[config.mk]
export PLATFORM = sky130hd
export DESIGN_NAME = minialu_operand_seq_flat
export DESIGN_NICKNAME = d
export VERILOG_FILES = /design/src/rtl/minialu_operand_seq_if.sv /design/src/rtl/minialu_operand_seq.sv /design/src/flat_wrapper.sv
export SDC_FILE = /design/constraint.sdc
export NUM_CORES = 1
export LEC_CHECK = 0
export ABC_AREA = 0
export BUFFER_PORTS_ARGS = -buffer_cell sky130_fd_sc_hd__buf_2
export CAP_MARGIN = 20
export CORE_MARGIN = 3
export CORE_UTILIZATION = 50
export DETAILED_ROUTE_END_ITERATION = 6
export PLACE_DENSITY = 0.76
export SYNTH_ARGS = -nofsm -noshare
export SYNTH_HDL_FRONTEND = slang
export SYNTH_SLANG_ARGS = --single-unit
[constraint.sdc]
create_clock -name clk -period 1.36 [get_ports clk]
set_input_delay 0.136 -clock clk [delete_from_list [all_inputs] [get_ports clk]]
set_output_delay 0.136 -clock clk [all_outputs]
set_load 0.1 [all_outputs]
[src/rtl/minialu_operand_seq_if.sv]
// Switch/button inputs and registered operand outputs between the board and the
// MiniALU operand sequencer.
interface minialu_operand_seq_if;
  logic [3:0] sw;
  logic       btn_load;
  logic       btn_clear;
  logic [3:0] A;
  logic [3:0] B;
  logic       SA;
  logic       SB;
  logic       Cin;
  logic       valid;
  logic [1:0] state;

  modport master (
    output sw, btn_load, btn_clear,
    input  A, B, SA, SB, Cin, valid, state
  );

  modport slave (
    input  sw, btn_load, btn_clear,
    output A, B, SA, SB, Cin, valid, state
  );
endinterface

[src/rtl/minialu_operand_seq.sv]
// Operand sequencer: loads A, B and {Cin,SB,SA} from one 4-bit switch bank over three
// button presses. Optional macro DEBOUNCE_EN adds a DB_CYCLES debounce on both buttons.
module minialu_operand_seq #(
  parameter int unsigned DB_CYCLES = 4
) (
  input  logic                 clk,
  input  logic                 rst_n,
  minialu_operand_seq_if.slave bus
);

  typedef enum logic [1:0] {
    WAIT_A  = 2'b00,
    WAIT_B  = 2'b01,
    WAIT_OP = 2'b10,
    READY   = 2'b11
  } state_t;

  localparam logic [7:0] DB_LAST = 8'(DB_CYCLES - 1);

  state_t     state_q, state_n;
  logic [3:0] a_q, a_n, b_q, b_n;
  logic [2:0] op_q, op_n;
  logic       valid_q, valid_n;

  logic ld_p0, ld_p1, clr_p0, clr_p1;
  logic ld_acc, clr_acc, ld_prev, run_q;
  logic load_pulse;
  logic sw3_unused;

  assign sw3_unused = bus.sw[3];

  // stage p0/p1: two-flop synchronizers; run_q keeps the first edge after reset release idle
  always_ff @(posedge clk or negedge rst_n) begin
    if (!rst_n) begin
      ld_p0   <= 1'b0;
      ld_p1   <= 1'b0;
      clr_p0  <= 1'b0;
      clr_p1  <= 1'b0;
      ld_prev <= 1'b0;
      run_q   <= 1'b0;
    end else begin
      ld_p0   <= bus.btn_load;
      ld_p1   <= ld_p0;
      clr_p0  <= bus.btn_clear;
      clr_p1  <= clr_p0;
      ld_prev <= ld_acc;
      run_q   <= 1'b1;
    end
  end

`ifdef DEBOUNCE_EN
  logic [7:0] ld_cnt, clr_cnt;

  // Returns {accepted level, counter}: the level flips after DB_CYCLES disagreeing samples.
  function automatic logic [8:0] db_step(input logic smp, input logic acc, input logic [7:0] cnt);
    if (smp == acc)
      return {acc, 8'd0};
    else if (cnt >= DB_LAST)
      return {smp, 8'd0};
    else
      return {acc, cnt + 8'd1};
  endfunction

  // stage p2: debounced accepted levels
  always_ff @(posedge clk or negedge rst_n) begin
    if (!rst_n) begin
      ld_acc  <= 1'b0;
      ld_cnt  <= 8'd0;
      clr_acc <= 1'b0;
      clr_cnt <= 8'd0;
    end else begin
      {ld_acc, ld_cnt}   <= db_step(ld_p1, ld_acc, ld_cnt);
      {clr_acc, clr_cnt} <= db_step(clr_p1, clr_acc, clr_cnt);
    end
  end
`else
  logic [7:0] db_last_unused;

  assign db_last_unused = DB_LAST;
  assign ld_acc         = ld_p1;
  assign clr_acc        = clr_p1;
`endif

  assign load_pulse = ld_acc & ~ld_prev & run_q;

  always_comb begin
    state_n = state_q;
    a_n     = a_q;
    b_n     = b_q;
    op_n    = op_q;
    valid_n = valid_q;
    if (clr_acc) begin
      state_n = WAIT_A;
      a_n     = '0;
      b_n     = '0;
      op_n    = '0;
      valid_n = 1'b0;
    end else if (load_pulse) begin
      case (state_q)
        WAIT_A: begin
          a_n     = bus.sw;
          state_n = WAIT_B;
        end
        WAIT_B: begin
          b_n     = bus.sw;
          state_n = WAIT_OP;
        end
        WAIT_OP: begin
          op_n    = bus.sw[2:0];
          valid_n = 1'b1;
          state_n = READY;
        end
        READY: begin
          a_n     = bus.sw;
          valid_n = 1'b0;
          state_n = WAIT_B;
        end
        default: state_n = WAIT_A;
      endcase
    end
  end

  // stage out: registered operand set
  always_ff @(posedge clk or negedge rst_n) begin
    if (!rst_n) begin
      state_q <= WAIT_A;
      a_q     <= '0;
      b_q     <= '0;
      op_q    <= '0;
      valid_q <= 1'b0;
    end else begin
      state_q <= state_n;
      a_q     <= a_n;
      b_q     <= b_n;
      op_q    <= op_n;
      valid_q <= valid_n;
    end
  end

  assign bus.A     = a_q;
  assign bus.B     = b_q;
  assign bus.SA    = op_q[0];
  assign bus.SB    = op_q[1];
  assign bus.Cin   = op_q[2];
  assign bus.valid = valid_q;
  assign bus.state = state_q;

endmodule
[src/flat_wrapper.sv]
// flat-port wrapper written by rule: the top's interface ports become plain ports
module minialu_operand_seq_flat 
#(
  parameter int unsigned DB_CYCLES = 4
)
  (clk, rst_n, bus_sw, bus_btn_load, bus_btn_clear, bus_A, bus_B, bus_SA, bus_SB, bus_Cin, bus_valid, bus_state);
  minialu_operand_seq_if bus_i ();
  input  logic clk;
  input  logic rst_n;
  input wire logic [$bits(bus_i.sw)-1:0] bus_sw;
  input wire logic [$bits(bus_i.btn_load)-1:0] bus_btn_load;
  input wire logic [$bits(bus_i.btn_clear)-1:0] bus_btn_clear;
  output wire logic [$bits(bus_i.A)-1:0] bus_A;
  output wire logic [$bits(bus_i.B)-1:0] bus_B;
  output wire logic [$bits(bus_i.SA)-1:0] bus_SA;
  output wire logic [$bits(bus_i.SB)-1:0] bus_SB;
  output wire logic [$bits(bus_i.Cin)-1:0] bus_Cin;
  output wire logic [$bits(bus_i.valid)-1:0] bus_valid;
  output wire logic [$bits(bus_i.state)-1:0] bus_state;
  assign bus_i.sw = bus_sw;
  assign bus_i.btn_load = bus_btn_load;
  assign bus_i.btn_clear = bus_btn_clear;
  assign bus_A = bus_i.A;
  assign bus_B = bus_i.B;
  assign bus_SA = bus_i.SA;
  assign bus_SB = bus_i.SB;
  assign bus_Cin = bus_i.Cin;
  assign bus_valid = bus_i.valid;
  assign bus_state = bus_i.state;
  minialu_operand_seq #(.DB_CYCLES(DB_CYCLES)) u_core (.clk(clk), .rst_n(rst_n), .bus(bus_i));
endmodule
==> metrics.txt, run 1 <==
simple logic cell fraction of the synthesized area 18.00%; I/O Buffers 21; routability cong. 0.7574; Synth Cell Area 875.8 um2; die width 47.86 um; initial core utilization 55.56%; first-pass GRT wire length 2.256 mm; Longest Clk Path Bufs 2; antenna viol nets, final 0; Crit Path Max Fanout 4; detailed placement HPWL 1.131 mm; fillcell total 112; fin crit share 96.87%; area delta synth->final 26.43%; die area 2290 um2; vias in the first global route 505; largest net degree at the start of global routing 21; unrepaired setup endpoints after global routing true; CTS tree yes; clk slew on worst S/H paths ~0.11 ns; vias 571; Final setup viols 0; top cells by area, synth dfrtp_1 (57%), mux2i_1 (13%), nand2b_1 (11%); Tot GR Track Use 14.63%; max frequency between 700 and 800 MHz; leading area contributor after synthesis dfrtp_1; status finished clean; Hold Slack 0.1129 ns; violation count after the first detailed-route iteration 4; vias per inst 5.336; clock root cell clkbuf_4; clk sinks 20; FP Rows 14; Setup Crit Path Kind reg -> out; crit start category register; DR WL/cell 14.11 um; Leak 0.0005684 uW; Setup WS post-layout ~0.043 ns; Min-Delay Path Class in -> reg; setup bufs post-CTS 0; n_diodes 0; post-synth top area share 57.14%; Compound-Gate Fraction of Synth Area about 4%; initial antenna violation count 0; CTS Buf Count 3; arrival time worst endpoint approximately 1.2 ns; max_cap viols 0; Die Y-Extent between 40 and 50 um; CP max stage cell dfrtp_4; sequential fraction of the synthesis area between 50% and 60%; Detailed Routing Iterations Pass 1 3; family with the most delay on the worst path flip-flops; Netlist cell types 15; remaining global-route overflow 0; mux cell area share after synthesis 12.57%; share of layout cells above drive strength 1 40.66%; worst-skew pair later-pin latency just under 0.3 ns; Crit. End Element primary output; Final Skew 0.006202 ns; Syn Nets 76; final hold viol count 0; syn avg cell area 13.47 um2; most frequent cells in the layout buf_2 (21), dfrtp_1 (18), nand2b_1 (15); pwr/cell area roughly 1100 nW/um2; drt total wl 1.510 mm; CP Cell Sequence buf_2; Syn. warnings 0; post-layout min period 1.317 ns; core area 1577 um2; cells after synthesis 65; IO Pins 22; Seq cells post-synth 20; Pwr Total between 1000 and 1500 uW; worst path required time 1.22 ns; post-synthesis adder-cell area fraction under 10%; crit-path max cell delay 0.46 ns; XOR/XNOR Fraction of Synth Area 0%; NumNets Final 103; commonest non-fill, non-tap cell in the layout buf_2; Setup WS pre-CTS 0.02912 ns; worst path buffer plus inverter count 1; Final Max Slew Viols 0; DRC viols 0; largest family of logic cells by synthesized area simple AND/OR/NAND/NOR gates; H-tree Lvls 1; Max VDD drop 0.8889 mV
cell usage after synthesis:
| master | number |
|---|---|
| ha_1 | 3 |
| and4b_1 | 1 |
| o221a_4 | 1 |
| buf_6 | 1 |
| mux2i_1 | 11 |
| nand4b_2 | 1 |
| nand4b_1 | 1 |
| conb_1 | 1 |
| nand3b_1 | 1 |
| a211oi_1 | 2 |
| inv_1 | 4 |
| nand2b_1 | 15 |
| buf_2 | 1 |
| and4b_2 | 2 |
| dfrtp_1 | 20 |
flip-flops by register name, indices dropped and copies added (netlist names), 2 cells and up:
| signal | count |
|---|---|
| u_core.bus.A | 4 |
| u_core.bus.B | 4 |
| u_core.bus.state | 2 |
| u_core.op_q | 3 |
per-layer routing:
metal	global-route usage, %	up-vias	routed length [um]
li1	-	279	-
met2	22.43	17	715
met3	2.256	4	59
met1	19.63	271	710
met5	0	-	0
met4	8.065	0	25
final timing paths:
check | startpoint | end | slack (ns) | cells past startpoint
worst max-delay path | u_core.bus.state[1] | bus_state[1] | 0.04 | 1
min in group asynchronous | rst_n | u_core.bus.valid | 0.30 | 2
worst min register to register | u_core.ld_p0 | u_core.ld_acc | 0.36 | 0
worst max register to register | u_core.bus.state[1] | u_core.bus.B[3] | 0.05 | 4
worst min-delay path | bus_sw[3] | u_core.bus.A[3] | 0.11 | 3
max in group asynchronous | rst_n | u_core.bus.state[1] | 0.72 | 2
timing repair:
action,4_1_cts,5_1_grt
hold buffers,3,0
hold endpoints to repair,22,0
endpoints found under the setup margin,0,7
resized for setup,0,3
stage by stage:
stage	util [%]	TNS [ns]	area [um2]	std cells
2_1_floorplan	-	-0.4468	912.1	65
3_3_place_gp	64.76	0	1021	100
3_5_place_dp	64.76	0	1021	100
4_1_cts	70.00	0	1104	107
5_1_grt	70.24	-0.003716	1107	107
6_report	70.24	0	1107	107
cell families (layout without fill, tap and decap cells):
family	Yosys count	in the layout
AOI/OAI and AO/OA	3	3
and+or+nand+nor	21	21
muxes	11	11
buffers and inverters	6	32
DFF	20	20
adders and majority gates	3	3
other	1	1
report_power, final:
group | switching (uW) | total, uW | internal (uW) | leakage, uW
registers | 21.9 | 636 | 614 | 0.000260
logic | 105 | 153 | 48.0 | 0.000280
clock network | 175 | 473 | 298 | 0.0000279
total | 302 | 1260 | 960 | 0.000568
final cells by class:
class,instances,area (um2),share of cell area [%]
timing repair buffer,24,135.1,12.20
clock inverter,1,30.03,2.712
inverter,4,17.52,1.582
multi-input combinational,39,374.1,33.79
clock buffer,3,22.52,2.034
sequential,20,508.0,45.88
tap,16,20.02,1.808
(Power assumes the default switching activity.)
==> run 2, diff against run 1 <==
--- a/config.mk
+++ b/config.mk
@@ -6,7 +6,7 @@
 export NUM_CORES = 1
 export LEC_CHECK = 0
 export ABC_AREA = 0
-export BUFFER_PORTS_ARGS = -buffer_cell sky130_fd_sc_hd__buf_2
+export BUFFER_PORTS_ARGS = -buffer_cell sky130_fd_sc_hd__buf_4
 export CAP_MARGIN = 20
 export CORE_MARGIN = 3
 export CORE_UTILIZATION = 50
==> run 2 against run 1 <==
Against the previous run: combinational power increased by 12%; global-route usage up 1.5 points; cell area increased by 8.0%; largest power group unchanged; highest routed layer unchanged.
==> metrics.txt, run 2 (synthesis gave the netlist of run 1 again) <==
status finished clean (unchanged); HP Start bus_sw[3] (unchanged); arrival time worst endpoint 1.52 ns (was 1.18 ns); Final setup viols 0 (unchanged); Hold Slack 0.1220 ns (was 0.1129 ns); fillcell total 122 (was 112); worst-skew pair later-pin latency 0.30 ns (was 0.29 ns); Die Y-Extent 47.86 um (unchanged); Tot GR Track Use 16.15% (was 14.63%); clk slew on worst S/H paths 0.12 ns (was 0.11 ns); antenna viol nets, final 0 (unchanged); DRC viols 0 (unchanged); NumNets Final 105 (was 103); Crit Path Max Fanout 4 (unchanged); Max VDD drop 0.8324 mV (was 0.8889 mV); IO Pins 22 (unchanged); initial core utilization 55.56% (unchanged); crit start category register (unchanged); max_cap viols 0 (unchanged); Crit. End Element register (was primary output); Final Skew 0.002879 ns (was 0.006202 ns); first-pass GRT wire length 2.490 mm (was 2.256 mm); die width 47.86 um (unchanged); DP Area 1081 um2 (was 1021 um2); CTS tree yes (unchanged); post-layout min period 1.325 ns (was 1.317 ns); Reg area 508.0 um2 (unchanged); worst r2r src u_core.bus.state[1] (unchanged); pwr/cell area 1080 nW/um2 (was 1140 nW/um2); Detailed Routing Iterations Pass 1 4 (was 3); FP Rows 14 (unchanged); Setup WS post-layout 0.03457 ns (was 0.04262 ns); CTS Buf Count 3 (unchanged); clk sinks 20 (unchanged); clock root cell clkbuf_4 (unchanged); Leak 0.0005885 uW (was 0.0005684 uW); share of layout cells above drive strength 1 44.09% (was 40.66%); multi-input logic area 392.9 um2 (was 374.1 um2); most frequent cells in the layout buf_4 (23), dfrtp_1 (18), nand2b_1 (15) (was buf_2 (21), dfrtp_1 (18), nand2b_1 (15)); Longest Clk Path Bufs 2 (unchanged); largest net degree at the start of global routing 21 (unchanged); H-tree Lvls 1 (unchanged); worst path required time 1.56 ns (was 1.22 ns); Min-Delay Path Class in -> reg (unchanged); I/O Buffers 21 (unchanged); violation count after the first detailed-route iteration 17 (was 4); Setup Crit Path Kind reg -> reg (was reg -> out); n_diodes 0 (unchanged); final hold viol count 0 (unchanged); vias 586 (was 571); DR WL/cell 14.45 um (was 14.11 um); unrepaired setup endpoints after global routing true (unchanged); vias per inst 5.376 (was 5.336); max frequency 754.5 MHz (was 759.1 MHz); start point of the critical path u_core.bus.state[1] (unchanged); Pwr Total 1291 uW (was 1262 uW); remaining global-route overflow 0 (unchanged); Final Max Slew Viols 0 (unchanged); fin crit share 97.46% (was 96.87%); initial antenna violation count 0 (unchanged); design area 1196 um2 (was 1107 um2); vias in the first global route 535 (was 505); Finished Core Util 75.87% (was 70.24%); drt total wl 1.575 mm (was 1.510 mm); Setup WS pre-CTS 0.04703 ns (was 0.02912 ns); die area 2290 um2 (unchanged); area delta synth->final 36.57% (was 26.43%); core area 1577 um2 (unchanged); commonest non-fill, non-tap cell in the layout buf_4 (was buf_2); routability cong. 0.7468 (was 0.7574)
## run 2: final timing paths
check / cells after the start / slack [ns] / end
worst max-delay path: 3 / 0.03 / u_core.bus.valid
min in group asynchronous: 2 / 0.24 / u_core.bus.state[1]
worst min-delay path: 3 / 0.12 / u_core.bus.A[3]
max in group asynchronous: 2 / 0.89 / u_core.bus.state[0]
worst min register to register: 0 / 0.36 / u_core.clr_acc
worst max register to register: 3 / 0.03 / u_core.bus.valid
## run 2: what timing repair did
item / CTS / global route
endpoints found under the setup margin: 2 / 6
gates resized for setup: 3 / 4
setup buffers: 0 / 1
hold buffers: 3 / 0
endpoints found under the hold margin: 22 / 0
## run 2: final cells by class
type                       count  area share [%]
timing repair buffer          26           16.95
multi-input combinational     39           32.85
clock inverter                 1           2.510
tap                           16           1.674
clock buffer                   3           1.883
inverter                       4           1.674
sequential                    20           42.47
## run 2: routing by layer
layer / wire, um / vias to the layer above / track usage [%]
met5: 0 / - / 0
met4: 10 / 0 / 8.065
met3: 63 / 2 / 2.256
met2: 745 / 15 / 24.01
met1: 756 / 291 / 22.93
li1: - / 278 / -
## run 2: power breakdown
part | switching (uW) | internal (uW)
combinational | 107 | 63.9
sequential | 24.8 | 614
clock | 184 | 298
total | 316 | 975
## run 2: worst max-delay path: stages, from the launching register on
cell and delay (ns):
dfrtp_4 0.53, ha_4 0.17, and4b_2 0.28, o221a_4 0.24
## run 2: through the flow
| stage | instances | setup TNS, ns |
|---|---|---|
| 6_report | 109 | 0 |
| 5_1_grt | 109 | -0.0004842 |
| 4_1_cts | 108 | -0.001352 |
| 3_5_place_dp | 101 | 0 |
| 3_3_place_gp | 101 | 0 |
| 2_1_floorplan | 65 | -0.4468 |
==> run 3, diff against run 2 <==
--- a/config.mk
+++ b/config.mk
@@ -12,6 +12,7 @@
 export CORE_UTILIZATION = 50
 export DETAILED_ROUTE_END_ITERATION = 6
 export PLACE_DENSITY = 0.76
+export SETUP_SLACK_MARGIN = 0.2
 export SYNTH_ARGS = -nofsm -noshare
 export SYNTH_HDL_FRONTEND = slang
 export SYNTH_SLANG_ARGS = --single-unit
==> run 3 against run 2 <==
Against the previous run: clock skew is 0.0037 ns higher; routed wire length is 0.63% lower; via count stayed put; critical endpoint is now u_core.op_q[1]; register-to-register slack hardly changed; combinational power is 5% higher; maximum frequency is 0.13% lower.
==> metrics.txt, run 3 (synthesis gave the netlist of run 1 again) <==
Final setup viols 0 (unchanged); arrival time worst endpoint 1.54 ns (was 1.52 ns); Clock power frac 29.3% (was 37.3%); Setup Crit Path Kind reg -> reg (unchanged); CTS tree yes (unchanged); vias per inst 5.327 (was 5.376); Leak 0.0005879 uW (was 0.0005885 uW); die width 47.86 um (unchanged); die area 2290 um2 (unchanged); DRC viols 0 (unchanged); largest net degree at the start of global routing 21 (unchanged); max_cap viols 0 (unchanged); clk sinks 20 (unchanged); start point of the critical path u_core.bus.state[0] (was u_core.bus.state[1]); H-tree Lvls 1 (unchanged); Pwr Total 1157 uW (was 1291 uW); n_diodes 0 (unchanged); worst path required time 1.58 ns (was 1.56 ns); fillcell total 102 (was 122); GR Util met2 25.33% (was 24.01%); Psw 309.6 uW (was 316.0 uW); commonest non-fill, non-tap cell in the layout buf_4 (unchanged); clk slew on worst S/H paths 0.11 ns (was 0.12 ns); fin crit share 97.59% (was 97.46%); met1 GRT Util 21.60% (was 22.93%); CTS Buf Count 3 (unchanged); Max VDD drop 0.6610 mV (was 0.8324 mV); FP Rows 14 (unchanged); post-layout min period 1.327 ns (was 1.325 ns); worst r2r src u_core.bus.state[0] (was u_core.bus.state[1]); vias 586 (unchanged); drt total wl 1.565 mm (was 1.575 mm); Switching Share 26.76% (was 24.47%); internal power 847.4 uW (was 975.3 uW); max frequency 753.5 MHz (was 754.5 MHz); Global Route met3 Usage 4.511% (was 2.256%); initial antenna violation count 0 (unchanged); detailed placement HPWL 1.076 mm; Min-Delay Path Class in -> reg (unchanged); unrepaired setup endpoints after global routing true (unchanged); area delta synth->final 37.00% (was 36.57%); remaining global-route overflow 0 (unchanged); grt peak-use layer met2 (unchanged); final hold viol count 0 (unchanged); Cells after DPL 100 (was 101); routability cong. 0.7509 (was 0.7468); NumNets Final 106 (was 105); HP Start bus_sw[3] (unchanged); IO Pins 22 (unchanged); initial core utilization 55.56% (unchanged); status finished clean (unchanged); first-pass GRT wire length 2.504 mm (was 2.490 mm); Final Max Slew Viols 0 (unchanged); Cell Count, Final, Fillers Out 110 (was 109); crit start category register (unchanged); Die Y-Extent 47.86 um (unchanged); worst-skew pair later-pin latency 0.29 ns (was 0.30 ns); Longest Clk Path Bufs 2 (unchanged); share of layout cells above drive strength 1 43.62% (was 44.09%); Final Skew 0.006583 ns (was 0.002879 ns); pwr/cell area 964.2 nW/um2 (was 1080 nW/um2); Crit. End Element register (unchanged); vias in the first global route 567 (was 535); clock root cell clkbuf_4 (unchanged); Logic pwr share 15.6% (was 13.3%); most frequent cells in the layout buf_4 (22), dfrtp_1 (18), nand2b_1 (15) (was buf_4 (23), dfrtp_1 (18), nand2b_1 (15)); Detailed Routing Iterations Pass 1 4 (unchanged); antenna viol nets, final 0 (unchanged); violation count after the first detailed-route iteration 4 (was 17); core area 1577 um2 (unchanged); Worst R2R Setup Slack 0.03 ns (about the same); Seq pwr share 55.1% (was 49.5%); DR WL/cell 14.23 um (was 14.45 um); I/O Buffers 21 (unchanged); Crit Path Max Fanout 4 (unchanged); Tot GR Track Use 16.11% (was 16.15%)
## run 3: what timing repair did
action | in CTS | in global routing
setup buffers | 3 | 0
hold endpoints to repair | 22 | 0
resized for setup | 8 | 2
endpoints found under the setup margin | 16 | 16
gates cloned | 0 | 0
pin swaps | 1 | 2
hold buffers | 3 | 0
## run 3: routing by layer
| metal | up-vias | routed length, um | part of all wire, % |
|---|---|---|---|
| met3 | 2 | 64 | 4.1 |
| met5 | - | 0 | 0 |
| met2 | 16 | 791 | 51 |
| li1 | 282 | - | - |
| met1 | 286 | 699 | 45 |
| met4 | 0 | 9 | 0.58 |
## run 3: power groups by stage
stage                     sequential (uW)  combinational [uW]  clock [uW]
after global placement                648                 157           0
after floorplan                       706                47.6           0
after CTS                             637                 179         345
final                                 638                 180         339
after global routing                  641                 191         384
after detailed placement              648                 158           0
## run 3: area by class of cell
cell class / count / area (um2) / share of cell area, %
sequential: 20 / 508.0 / 42.34
inverter: 4 / 20.02 / 1.668
timing repair buffer: 27 / 226.5 / 18.87
tap: 16 / 20.02 / 1.668
clock buffer: 4 / 36.28 / 3.024
multi-input combinational: 39 / 389.1 / 32.43
## run 3: final timing paths
| check | to | cells past startpoint |
|---|---|---|
| min in group asynchronous | u_core.bus.B[0] | 2 |
| worst min-delay path | u_core.bus.A[3] | 3 |
| worst min register to register | u_core.clr_acc | 0 |
| worst max-delay path | u_core.op_q[1] | 4 |
| worst max register to register | u_core.op_q[1] | 4 |
| max in group asynchronous | u_core.bus.state[1] | 2 |
## run 3: per-stage QoR
| step | setup TNS [ns] | hold WS (ns) | util, % | worst slack (ns) | area (um2) |
|---|---|---|---|---|---|
| after floorplan | -0.4168 | -0.1596 | - | -0.1204 | 912.1 |
| final | 0 | 0.1209 | 76.11 | 0.03283 | 1200 |
| after global placement | 0 | 0.02516 | 68.10 | 0.04303 | 1074 |
| after global routing | 0 | 0.1096 | 76.11 | 0.001259 | 1200 |
| after detailed placement | -0.005452 | 0.02603 | 68.10 | -0.005452 | 1074 |
| after CTS | 0 | 0.1178 | 75.32 | 0.02507 | 1187 |
## run 3: worst max-delay path, cell delays in order, from the launching register on
cell     delay (ns)
dfrtp_4        0.54
inv_4          0.08
ha_4           0.11
and4b_2        0.32
mux2i_1        0.21
